==> config.mk <==
export PLATFORM = sky130hd
export DESIGN_NAME = alu_arbiter
export DESIGN_NICKNAME = d
export VERILOG_FILES = /design/src/rtl/alu_arbiter.sv
export SDC_FILE = /design/constraint.sdc
export NUM_CORES = 1
export LEC_CHECK = 0
export CORE_MARGIN = 10
export CORE_UTILIZATION = 29
export DETAILED_ROUTE_END_ITERATION = 10
export GPL_TIMING_DRIVEN = 1
export PLACE_DENSITY = 0.94
export SLEW_MARGIN = 10
export SYNTH_ARGS = -nofsm -noshare
export SYNTH_HDL_FRONTEND = slang
export SYNTH_SLANG_ARGS = --single-unit
export TNS_END_PERCENT = 50
==> constraint.sdc <==
create_clock -name clk_i -period 2.45 [get_ports clk_i]
set_clock_uncertainty 0.15 [all_clocks]
set_input_delay 0.6125 -clock clk_i [delete_from_list [all_inputs] [get_ports clk_i]]
set_output_delay 0.6125 -clock clk_i [all_outputs]
set_load 0.005 [all_outputs]
==> src/rtl/alu_arbiter.sv <==
// Two-port arbiter in front of one shared combinational ALU.
// It holds a registered result per accepted op and rotates priority on ties.

`ifndef RISCV_WORD_WIDTH
`define RISCV_WORD_WIDTH 32
`endif
`ifndef ALU_OP_WIDTH
`define ALU_OP_WIDTH 4
`endif

module alu_arbiter (
  input  logic                         clk_i,
  input  logic                         rst_i,
  input  logic [1:0]                   req_valid_i,
  output logic [1:0]                   req_ready_o,
  input  logic [`ALU_OP_WIDTH-1:0]     req0_op_i,
  input  logic [`RISCV_WORD_WIDTH-1:0] req0_a_i,
  input  logic [`RISCV_WORD_WIDTH-1:0] req0_b_i,
  input  logic [`ALU_OP_WIDTH-1:0]     req1_op_i,
  input  logic [`RISCV_WORD_WIDTH-1:0] req1_a_i,
  input  logic [`RISCV_WORD_WIDTH-1:0] req1_b_i,
  output logic [1:0]                   rsp_valid_o,
  input  logic [1:0]                   rsp_ready_i,
  output logic [`RISCV_WORD_WIDTH-1:0] rsp_data_o,
  output logic [`ALU_OP_WIDTH-1:0]     alu_op_o,
  output logic [`RISCV_WORD_WIDTH-1:0] alu_operand_a_o,
  output logic [`RISCV_WORD_WIDTH-1:0] alu_operand_b_o,
  input  logic [`RISCV_WORD_WIDTH-1:0] alu_result_i
);

  typedef enum logic {IDLE, RESP} state_t;

  state_t state, state_next;
  logic   owner;
  logic   last_grant;
  logic   gnt;
  logic   gnt_valid;
  logic   accept_open;
  logic   accept;

  // Ties go to the port that did not win last time, so neither side starves.
  always_comb begin
    // NOTE: every signal gets a default before any branch so no latch is inferred.
    gnt       = 1'b0;
    gnt_valid = 1'b1;
    unique case (req_valid_i)
      2'b01:   gnt = 1'b0;
      2'b10:   gnt = 1'b1;
      2'b11:   gnt = ~last_grant;
      default: gnt_valid = 1'b0;
    endcase
  end

  // A held response being consumed frees the slot in the same cycle.
  assign accept_open = (state == IDLE) || rsp_ready_i[owner];
  assign accept      = accept_open && gnt_valid;

  always_comb begin
    state_next      = state;
    req_ready_o     = 2'b00;
    rsp_valid_o     = 2'b00;
    alu_op_o        = '0;
    alu_operand_a_o = '0;
    alu_operand_b_o = '0;

    if (accept) begin
      state_next       = RESP;
      req_ready_o[gnt] = 1'b1;
      alu_op_o         = gnt ? req1_op_i : req0_op_i;
      alu_operand_a_o  = gnt ? req1_a_i  : req0_a_i;
      alu_operand_b_o  = gnt ? req1_b_i  : req0_b_i;
    end else if (state == RESP && rsp_ready_i[owner]) begin
      state_next = IDLE;
    end

    if (state == RESP) rsp_valid_o[owner] = 1'b1;
  end

  always_ff @(posedge clk_i or posedge rst_i) begin
    // NOTE: sequential state uses non-blocking assignments so every register samples pre-edge values.
    if (rst_i) state <= IDLE;
    else       state <= state_next;
  end

  // last_grant resets to 1 so port 0 wins the first tie.
  always_ff @(posedge clk_i or posedge rst_i) begin
    if (rst_i) begin
      rsp_data_o <= '0;
      owner      <= 1'b0;
      last_grant <= 1'b1;
    end else if (accept) begin
      rsp_data_o <= alu_result_i;
      owner      <= gnt;
      last_grant <= gnt;
    end
  end

endmodule

==> metrics.md, run 1 <==
| Metric | Value |
|---|---|
| Outcome | `complete, but fails checks` |
| Violated checks | `setup timing` |
| Worst Path Required | `1.69 ns` |
| Max Used Layer | `met4` |
| Yosys top cell by area | `dfrtp_1` |
| Full die area | `0.0132 mm^2` |
| Vias per inst | `about 5.3` |
| Yosys warns | `0` |
| CTS Hold Bufs | `0` |
| Die Y-Extent | `115 um` |
| Power Dens Cells | `between 500 and 600 mW/mm^2` |
| Sequential fraction of the synthesis area | `0.335` |
| Post-synthesis cell count | `325` |
| 1st-iter DRT viols | `449` |
| Final wirelength | `16.8 mm` |
| Gr ovfl total | `0` |
| Yosys cell types | `25` |
| Die W | `roughly 120 um` |
| Synth area leaders | `dfrtp_1, mux2_4, a21oi_1` |
| Worst Hold Class | `reg2reg` |
| Fillers | `609` |
| Worst Path Buf+Inv | `3` |
| Final hold vios | `0` |
| Row count | `34` |
| Final setup viols | `20` |
| Clk root buf | `clkbuf_8` |
| Final Max Slew Viols | `0` |
| Minimum clock period | `2.55 ns` |
| Ports | `278` |
| CTS Buf Count | `5` |
| Routed via count | `3950` |
| M1 WL | `5.62 mm` |
| Clock power share | `0.112` |
| Area share of the largest cell type after synthesis | `0.325` |
| Commonest register cell after synthesis | `dfrtp_1` |
| Slew at the pin closest to its max-slew limit | `0.449 ns` |
| Crit end category | `output port` |
| Met3 routed WL | `1.75 mm` |
| Crit-path cells | `a21bo_4 > buf_4 > clkbuf_16 > nand3_1 > a21oi_1 > buf_2` |
| VDD IR max | `approximately 480 uV` |
| Synthesized area per cell | `8.06 um^2` |
| First-pass GRT wire length | `approximately 23 mm` |
| #FFs+latches synth | `35` |
| Core Region | `around 0.0088 mm^2` |
| Synth Cell Area | `about 0.0026 mm^2` |
| Wire per inst | `22.4 um` |
| Post-DRT Antenna Nets | `0` |
| Slew margin rel. | `0.700` |
| CP arrival | `1.79 ns` |
| Layout area overhead | `137%` |
| Register Area | `877 um^2` |
| DPL Wire Length | `11.7 mm` |
| Pre-antenna DRT Iters | `6` |
| Peak Freq | `about 0.39 GHz` |
| Detail Route met2 WL | `8.62 mm` |
| Internal power | `around 0.0023 W` |
| Reg power frac | `0.233` |
| Sink Count | `35` |
| Switch share | `0.338` |
| Number of antenna violations at the first check in global routing | `2` |
| Fin nets | `between 800 and 900` |
| Final period util | `1.04` |
| RSZ-0062 raised after global routing | `true` |
| CP max FO | `9` |
| Min setup slack post-route | `-0.104 ns` |
| Critical path's slowest cell | `dfstp_2` |
| Largest delay share family, worst path | `flip-flops` |
| Critical path's largest stage delay | `roughly 0.56 ns` |
| Layout cells sized above 1 | `0.365` |
| Overall Power | `approximately 0.0035 W` |
| CTS clk-pin slew, worst paths | `roughly 0.070 ns` |
| Critical path class | `reg2out` |
| Total of max-cap violations | `0` |
| Buffers added on ports | `roughly 280` |
| DRC | `0` |
| Multi-input gate area | `0.00177 mm^2` |
| Vias in the first global route | `roughly 4200` |
| Post-synth EDFFs | `0` |
| Worst-case hold slack | `between 0.3 and 0.4 ns` |
| Critical Path Source Type | `flip-flop` |
| Switch Pwr | `0.00119 W` |
| P_leak | `2.77 nW` |
| Largest net degree at the start of global routing | `36` |
| Synth async-reset ratio | `1.00` |
| Starting density of the core | `0.299` |
| Synthesized net count | `between 400 and 500` |
| Clock Latency Late Sink | `around 0.27 ns` |
| List of most frequent post-synthesis cells | `a21oi_1, nand2_1, nand3_1` |
| GPL Wtd Cong | `0.849` |
| Htree depth | `2` |
| CTS tree | `done` |
| CTS Buffer Depth | `2` |
| Gate power share | `0.655` |
| Total GRT Usage | `0.215` |
-- per-layer routing --
layer  up-vias  GRT usage
met5         -          0
met4         0     0.0825
met3        51     0.0807
met2       261      0.388
met1      1873      0.220
li1       1765          -
-- cells by family after synthesis --
| kind of cell | Yosys count | share of synthesized area |
|---|---|---|
| DFF | 35 | 0.335 |
| and+or+nand+nor | 147 | 0.252 |
| buffers and inverters | 35 | 0.0736 |
| AOI/OAI and AO/OA | 75 | 0.155 |
| muxes | 33 | 0.184 |
-- worst paths after layout --
| path | start | endpoint | slack, ns | depth (start not counted) |
|---|---|---|---|---|
| max in group asynchronous | rst_i | last_grant | 1.21 | 3 |
| hold / removal | rsp_data_o[31] | rsp_data_o[31] | 0.34 | 1 |
| hold reg to reg | rsp_data_o[31] | rsp_data_o[31] | 0.34 | 1 |
| setup / recovery | last_grant | alu_operand_b_o[15] | -0.10 | 6 |
| min in group asynchronous | rst_i | rsp_data_o[12] | 0.59 | 3 |
| setup reg to reg | owner | rsp_data_o[14] | 0.43 | 7 |
-- power by group through the flow --
stage	sequential [W]	clock [W]	combinational [W]
after floorplan	0.000829	0	0.000743
after global placement	0.000817	0	0.00193
after detailed placement	0.000824	0	0.00198
after CTS	0.000822	0.000414	0.00212
after global routing	0.000836	0.000435	0.00244
final	0.000820	0.000396	0.00231
-- metrics by stage --
step                       util  setup TNS [ns]  setup slack (ns)  cell area [um^2]  instances
after global routing      0.710           -3.38            -0.130              6220        749
after floorplan               -               0             0.244              2620        325
final                     0.710          -0.422            -0.104              6220        749
after global placement    0.647          -51.15            -0.766              5670        706
after CTS                 0.675          -0.985           -0.0436              5910        734
after detailed placement  0.647          -56.44            -0.883              5670        706
-- worst reg2reg max path, stage by stage (launching register included) --
cell and delay [ns]:
dfrtp_1 0.40, mux2i_2 0.17, buf_4 0.14, buf_4 0.12, buf_4 0.13, a21oi_4 0.16, buf_12 0.25, mux2_1 0.37
-- area by class of cell --
class,instances,area share
inverters,1,0.000604
diodes,2,0.000805
repair buffers,339,0.538
flip-flops and latches,35,0.141
well taps,108,0.0217
clock inverters,2,0.00221
clock buffers,5,0.0111
multi-input cells,257,0.285
-- what timing repair did --
item | in CTS | in global routing
setup endpoints to repair | 70 | 69
gates resized for setup | 311 | 68
gates cloned | 11 | 6
pin swaps | 4 | 22
buffers inserted | 10 | 8
-- cell usage in the layout, fill, tap and decap left out, types with 2 or more instances in the layout --
cell	synthesis	final
clkdlybuf4s50_1	0	203
nand3_2	0	7
dfrtp_1	34	34
mux2_4	30	30
buf_16	0	6
clkbuf_16	0	6
a21oi_2	0	35
nand3_1	68	61
nand2b_1	3	3
clkbuf_8	0	5
mux2_1	2	2
buf_8	0	4
clkbuf_2	0	6
nor2_1	2	2
nand2_2	0	8
a21oi_1	69	34
nand2_1	69	61
buf_2	4	68
buf_6	4	12
bufbuf_16	0	2
diode_2	0	2
buf_12	0	10
buf_4	7	22
-- flip-flops by register name, indices dropped and copies added, names as in the netlist --
name / flops
owner: 1
rsp_data_o: 32
state: 1
last_grant: 1
No activity file was read; power rests on OpenSTA's default activity.
==> run 2: changes to the inputs <==
--- a/config.mk
+++ b/config.mk
@@ -9,6 +9,7 @@
 export CORE_UTILIZATION = 29
 export DETAILED_ROUTE_END_ITERATION = 10
 export GPL_TIMING_DRIVEN = 1
+export HOLD_SLACK_MARGIN = 0.08
 export PLACE_DENSITY = 0.94
 export SLEW_MARGIN = 10
 export SYNTH_ARGS = -nofsm -noshare
==> results of run 2 <==
The final DEF is identical to that of run 1; final timing and power are the same.
==> run 3: changes to the inputs <==
--- a/config.mk
+++ b/config.mk
@@ -5,13 +5,14 @@
 export SDC_FILE = /design/constraint.sdc
 export NUM_CORES = 1
 export LEC_CHECK = 0
+export CELL_PAD_IN_SITES_DETAIL_PLACEMENT = 0
+export CELL_PAD_IN_SITES_GLOBAL_PLACEMENT = 1
 export CORE_MARGIN = 10
-export CORE_UTILIZATION = 29
+export CORE_UTILIZATION = 18
 export DETAILED_ROUTE_END_ITERATION = 10
 export GPL_TIMING_DRIVEN = 1
 export HOLD_SLACK_MARGIN = 0.08
-export PLACE_DENSITY = 0.94
-export SLEW_MARGIN = 10
+export PLACE_DENSITY = 0.93
 export SYNTH_ARGS = -nofsm -noshare
 export SYNTH_HDL_FRONTEND = slang
 export SYNTH_SLANG_ARGS = --single-unit
==> metrics.md, run 3 (synthesis gave the netlist of run 1 again) <==
| Metric | Value |
|---|---|
| Outcome | `complete, but fails checks (unchanged)` |
| Violated checks | `setup timing (unchanged)` |
| P_leak | `2.81 nW (was 2.77 nW)` |
| Critical Path Source Type | `flip-flop (unchanged)` |
| Final wirelength | `16.6 mm (was 16.8 mm)` |
| Clk root buf | `clkbuf_16 (was clkbuf_8)` |
| Die Y-Extent | `141 um (was 115 um)` |
| Total of max-cap violations | `0 (unchanged)` |
| Post-route cell area | `0.00642 mm^2 (was 0.00622 mm^2)` |
| Final core occ | `0.447 (was 0.710)` |
| Final setup viols | `6 (was 20)` |
| WHS Path Cells | `1 (unchanged)` |
| Peak Freq | `0.405 GHz (was 0.392 GHz)` |
| CTS tree | `done (unchanged)` |
| Critical path class | `reg2out (unchanged)` |
| CP arrival | `1.71 ns (was 1.79 ns)` |
| Ant. Diodes | `0 (was 2)` |
| First-pass GRT wire length | `22.7 mm (was 23.0 mm)` |
| Fin nets | `812 (was 813)` |
| Crit Reg-Reg Startpoint | `owner (unchanged)` |
| Most flops, register | `rsp_data_o (unchanged)` |
| Die W | `141 um (was 115 um)` |
| RSZ-0062 raised after global routing | `true (unchanged)` |
| Crit end category | `output port (unchanged)` |
| Pre-antenna DRT Iters | `4 (was 6)` |
| Buffers added on ports | `277 (unchanged)` |
| Final Max Slew Viols | `0 (unchanged)` |
| Commonest cells after routing, fill and taps aside | `clkdlybuf4s50_1, buf_2, nand2_1 (was clkdlybuf4s50_1, buf_2, nand2_1, nand3_1, a21oi_2)` |
| Worst Path Required | `1.69 ns (about the same)` |
| Final period util | `1.01 (was 1.04)` |
| Final hold vios | `0 (unchanged)` |
| M1 WL | `6.67 mm (was 5.62 mm)` |
| Vias in the first global route | `3761 (was 4158)` |
| Sink Count | `35 (unchanged)` |
| DRC | `0 (unchanged)` |
| R2R setup slack | `0.72 ns (was 0.43 ns)` |
| DPL Wire Length | `11.0 mm (was 11.7 mm)` |
| Htree depth | `2 (unchanged)` |
| Worst R2R End | `rsp_data_o[9] (was rsp_data_o[14])` |
| Overall Power | `0.00389 W (was 0.00352 W)` |
| Wire per inst | `20.2 um (was 22.4 um)` |
| Number of antenna violations at the first check in global routing | `0 (was 2)` |
| Commonest non-fill, non-tap cell in the layout | `clkdlybuf4s50_1 (unchanged)` |
| Full die area | `0.0198 mm^2 (was 0.0132 mm^2)` |
| Worst Hold Path EP | `rsp_data_o[14] (was rsp_data_o[31])` |
| Core Region | `0.0144 mm^2 (was 0.00876 mm^2)` |
| CTS Buf Count | `5 (unchanged)` |
| CTS clk-pin slew, worst paths | `0.06 ns (was 0.07 ns)` |
| Slew margin rel. | `0.699 (was 0.700)` |
| Gr ovfl total | `0 (unchanged)` |
| Detail Route met2 WL | `8.07 mm (was 8.62 mm)` |
| Max Used Layer | `met4 (unchanged)` |
| Largest net degree at the start of global routing | `41 (was 36)` |
| Min setup slack post-route | `-0.0201 ns (was -0.104 ns)` |
| Post-DRT Antenna Nets | `0 (unchanged)` |
| Minimum clock period | `2.47 ns (was 2.55 ns)` |
| Min-delay src | `rsp_data_o[14] (was rsp_data_o[31])` |
| Layout area overhead | `145% (was 137%)` |
| Cells after DPL | `772 (was 706)` |
| Worst-case hold slack | `0.347 ns (was 0.344 ns)` |
| CTS Buffer Depth | `2 (unchanged)` |
| Vias per inst | `4.52 (was 5.27)` |
| Layout cells sized above 1 | `0.351 (was 0.365)` |
| CP max FO | `6 (was 9)` |
| Dpl cell area | `0.00570 mm^2 (was 0.00567 mm^2)` |
| Starting density of the core | `0.182 (was 0.299)` |
| GPL Wtd Cong | `0.790 (was 0.849)` |
| Routed via count | `3724 (was 3950)` |
| Worst r2r path cells | `5 (was 7)` |
| Total GRT Usage | `0.143 (was 0.215)` |
| Clock Latency Late Sink | `0.28 ns (was 0.27 ns)` |
| Final instance count without filler cells | `823 (was 749)` |
| Max FFs per register | `32 (unchanged)` |
| Worst Hold Class | `reg2reg (unchanged)` |
| VDD IR max | `425 uV (was 478 uV)` |
| Met3 routed WL | `1.68 mm (was 1.75 mm)` |
| 1st-iter DRT viols | `166 (was 449)` |
| Slew at the pin closest to its max-slew limit | `0.452 ns (was 0.449 ns)` |
| Row count | `44 (was 34)` |
| Power Dens Cells | `606 mW/mm^2 (was 567 mW/mm^2)` |
| Ports | `278 (unchanged)` |
run 3: cell types whose count changed in the layout (fill, tap and decap cells not counted), sizes merged, moves of 2 or more:
cell / change
diode: -2
buf: +4
clkdlybuf4s15: +2
dlygate4sd2: +2
bufbuf: -2
clkbuf: -5
run 3: critical path, stage by stage, from the launching register on:
cell and delay, ns:
dfstp_2 0.38, buf_6 0.12, a21boi_4 0.20, buf_6 0.16
buf_6 0.10, buf_12 0.12, nand2_1 0.06, a21oi_1 0.15
buf_2 0.15
run 3: layer usage:
layer	vias up	global-route usage
li1	1759	-
met5	-	0
met2	208	0.246
met1	1743	0.167
met4	0	0.0277
met3	14	0.0551
run 3: worst max-delay path by stage:
| stage | startpoint | to | slack [ns] | cells past startpoint |
|---|---|---|---|---|
| after floorplan | req_valid_i[1] | alu_op_o[0] | 0.24 | 5 |
| after global placement | req_valid_i[0] | alu_operand_b_o[4] | -0.84 | 6 |
| after detailed placement | req_valid_i[0] | alu_operand_b_o[4] | -0.90 | 6 |
| after CTS | owner | alu_operand_a_o[11] | -0.11 | 7 |
| after global routing | owner | alu_operand_b_o[0] | -0.11 | 8 |
| final | last_grant | alu_operand_b_o[21] | -0.02 | 8 |
run 3: through the flow:
stage               TNS (ns)  worst slack, ns
floorplan                  0            0.244
global placement      -51.97           -0.838
detailed placement    -54.97           -0.901
CTS                    -2.40           -0.107
global route           -2.94           -0.106
finish               -0.0769          -0.0201
run 3: report_power, final:
group | switching [W] | internal, W
clock | 0.000257 | 0.000485
sequential | 0.0000893 | 0.000729
combinational | 0.000912 | 0.00142
total | 0.00126 | 0.00263
run 3: what timing repair did:
action	in CTS	in global routing
buffers inserted	20	12
hold endpoints to repair	0	0
pin swaps	3	51
setup endpoints to repair	70	70
hold buffers	0	0
resized for setup	288	87
cloned	8	9
run 3: layout make-up:
class	instances	area, um^2
flip-flops and latches	35	877
clock inverters	3	47.5
repair buffers	340	3360
inverters	1	3.75
clock buffers	5	125
multi-input cells	255	1780
well taps	184	230
fillers	1392	7950
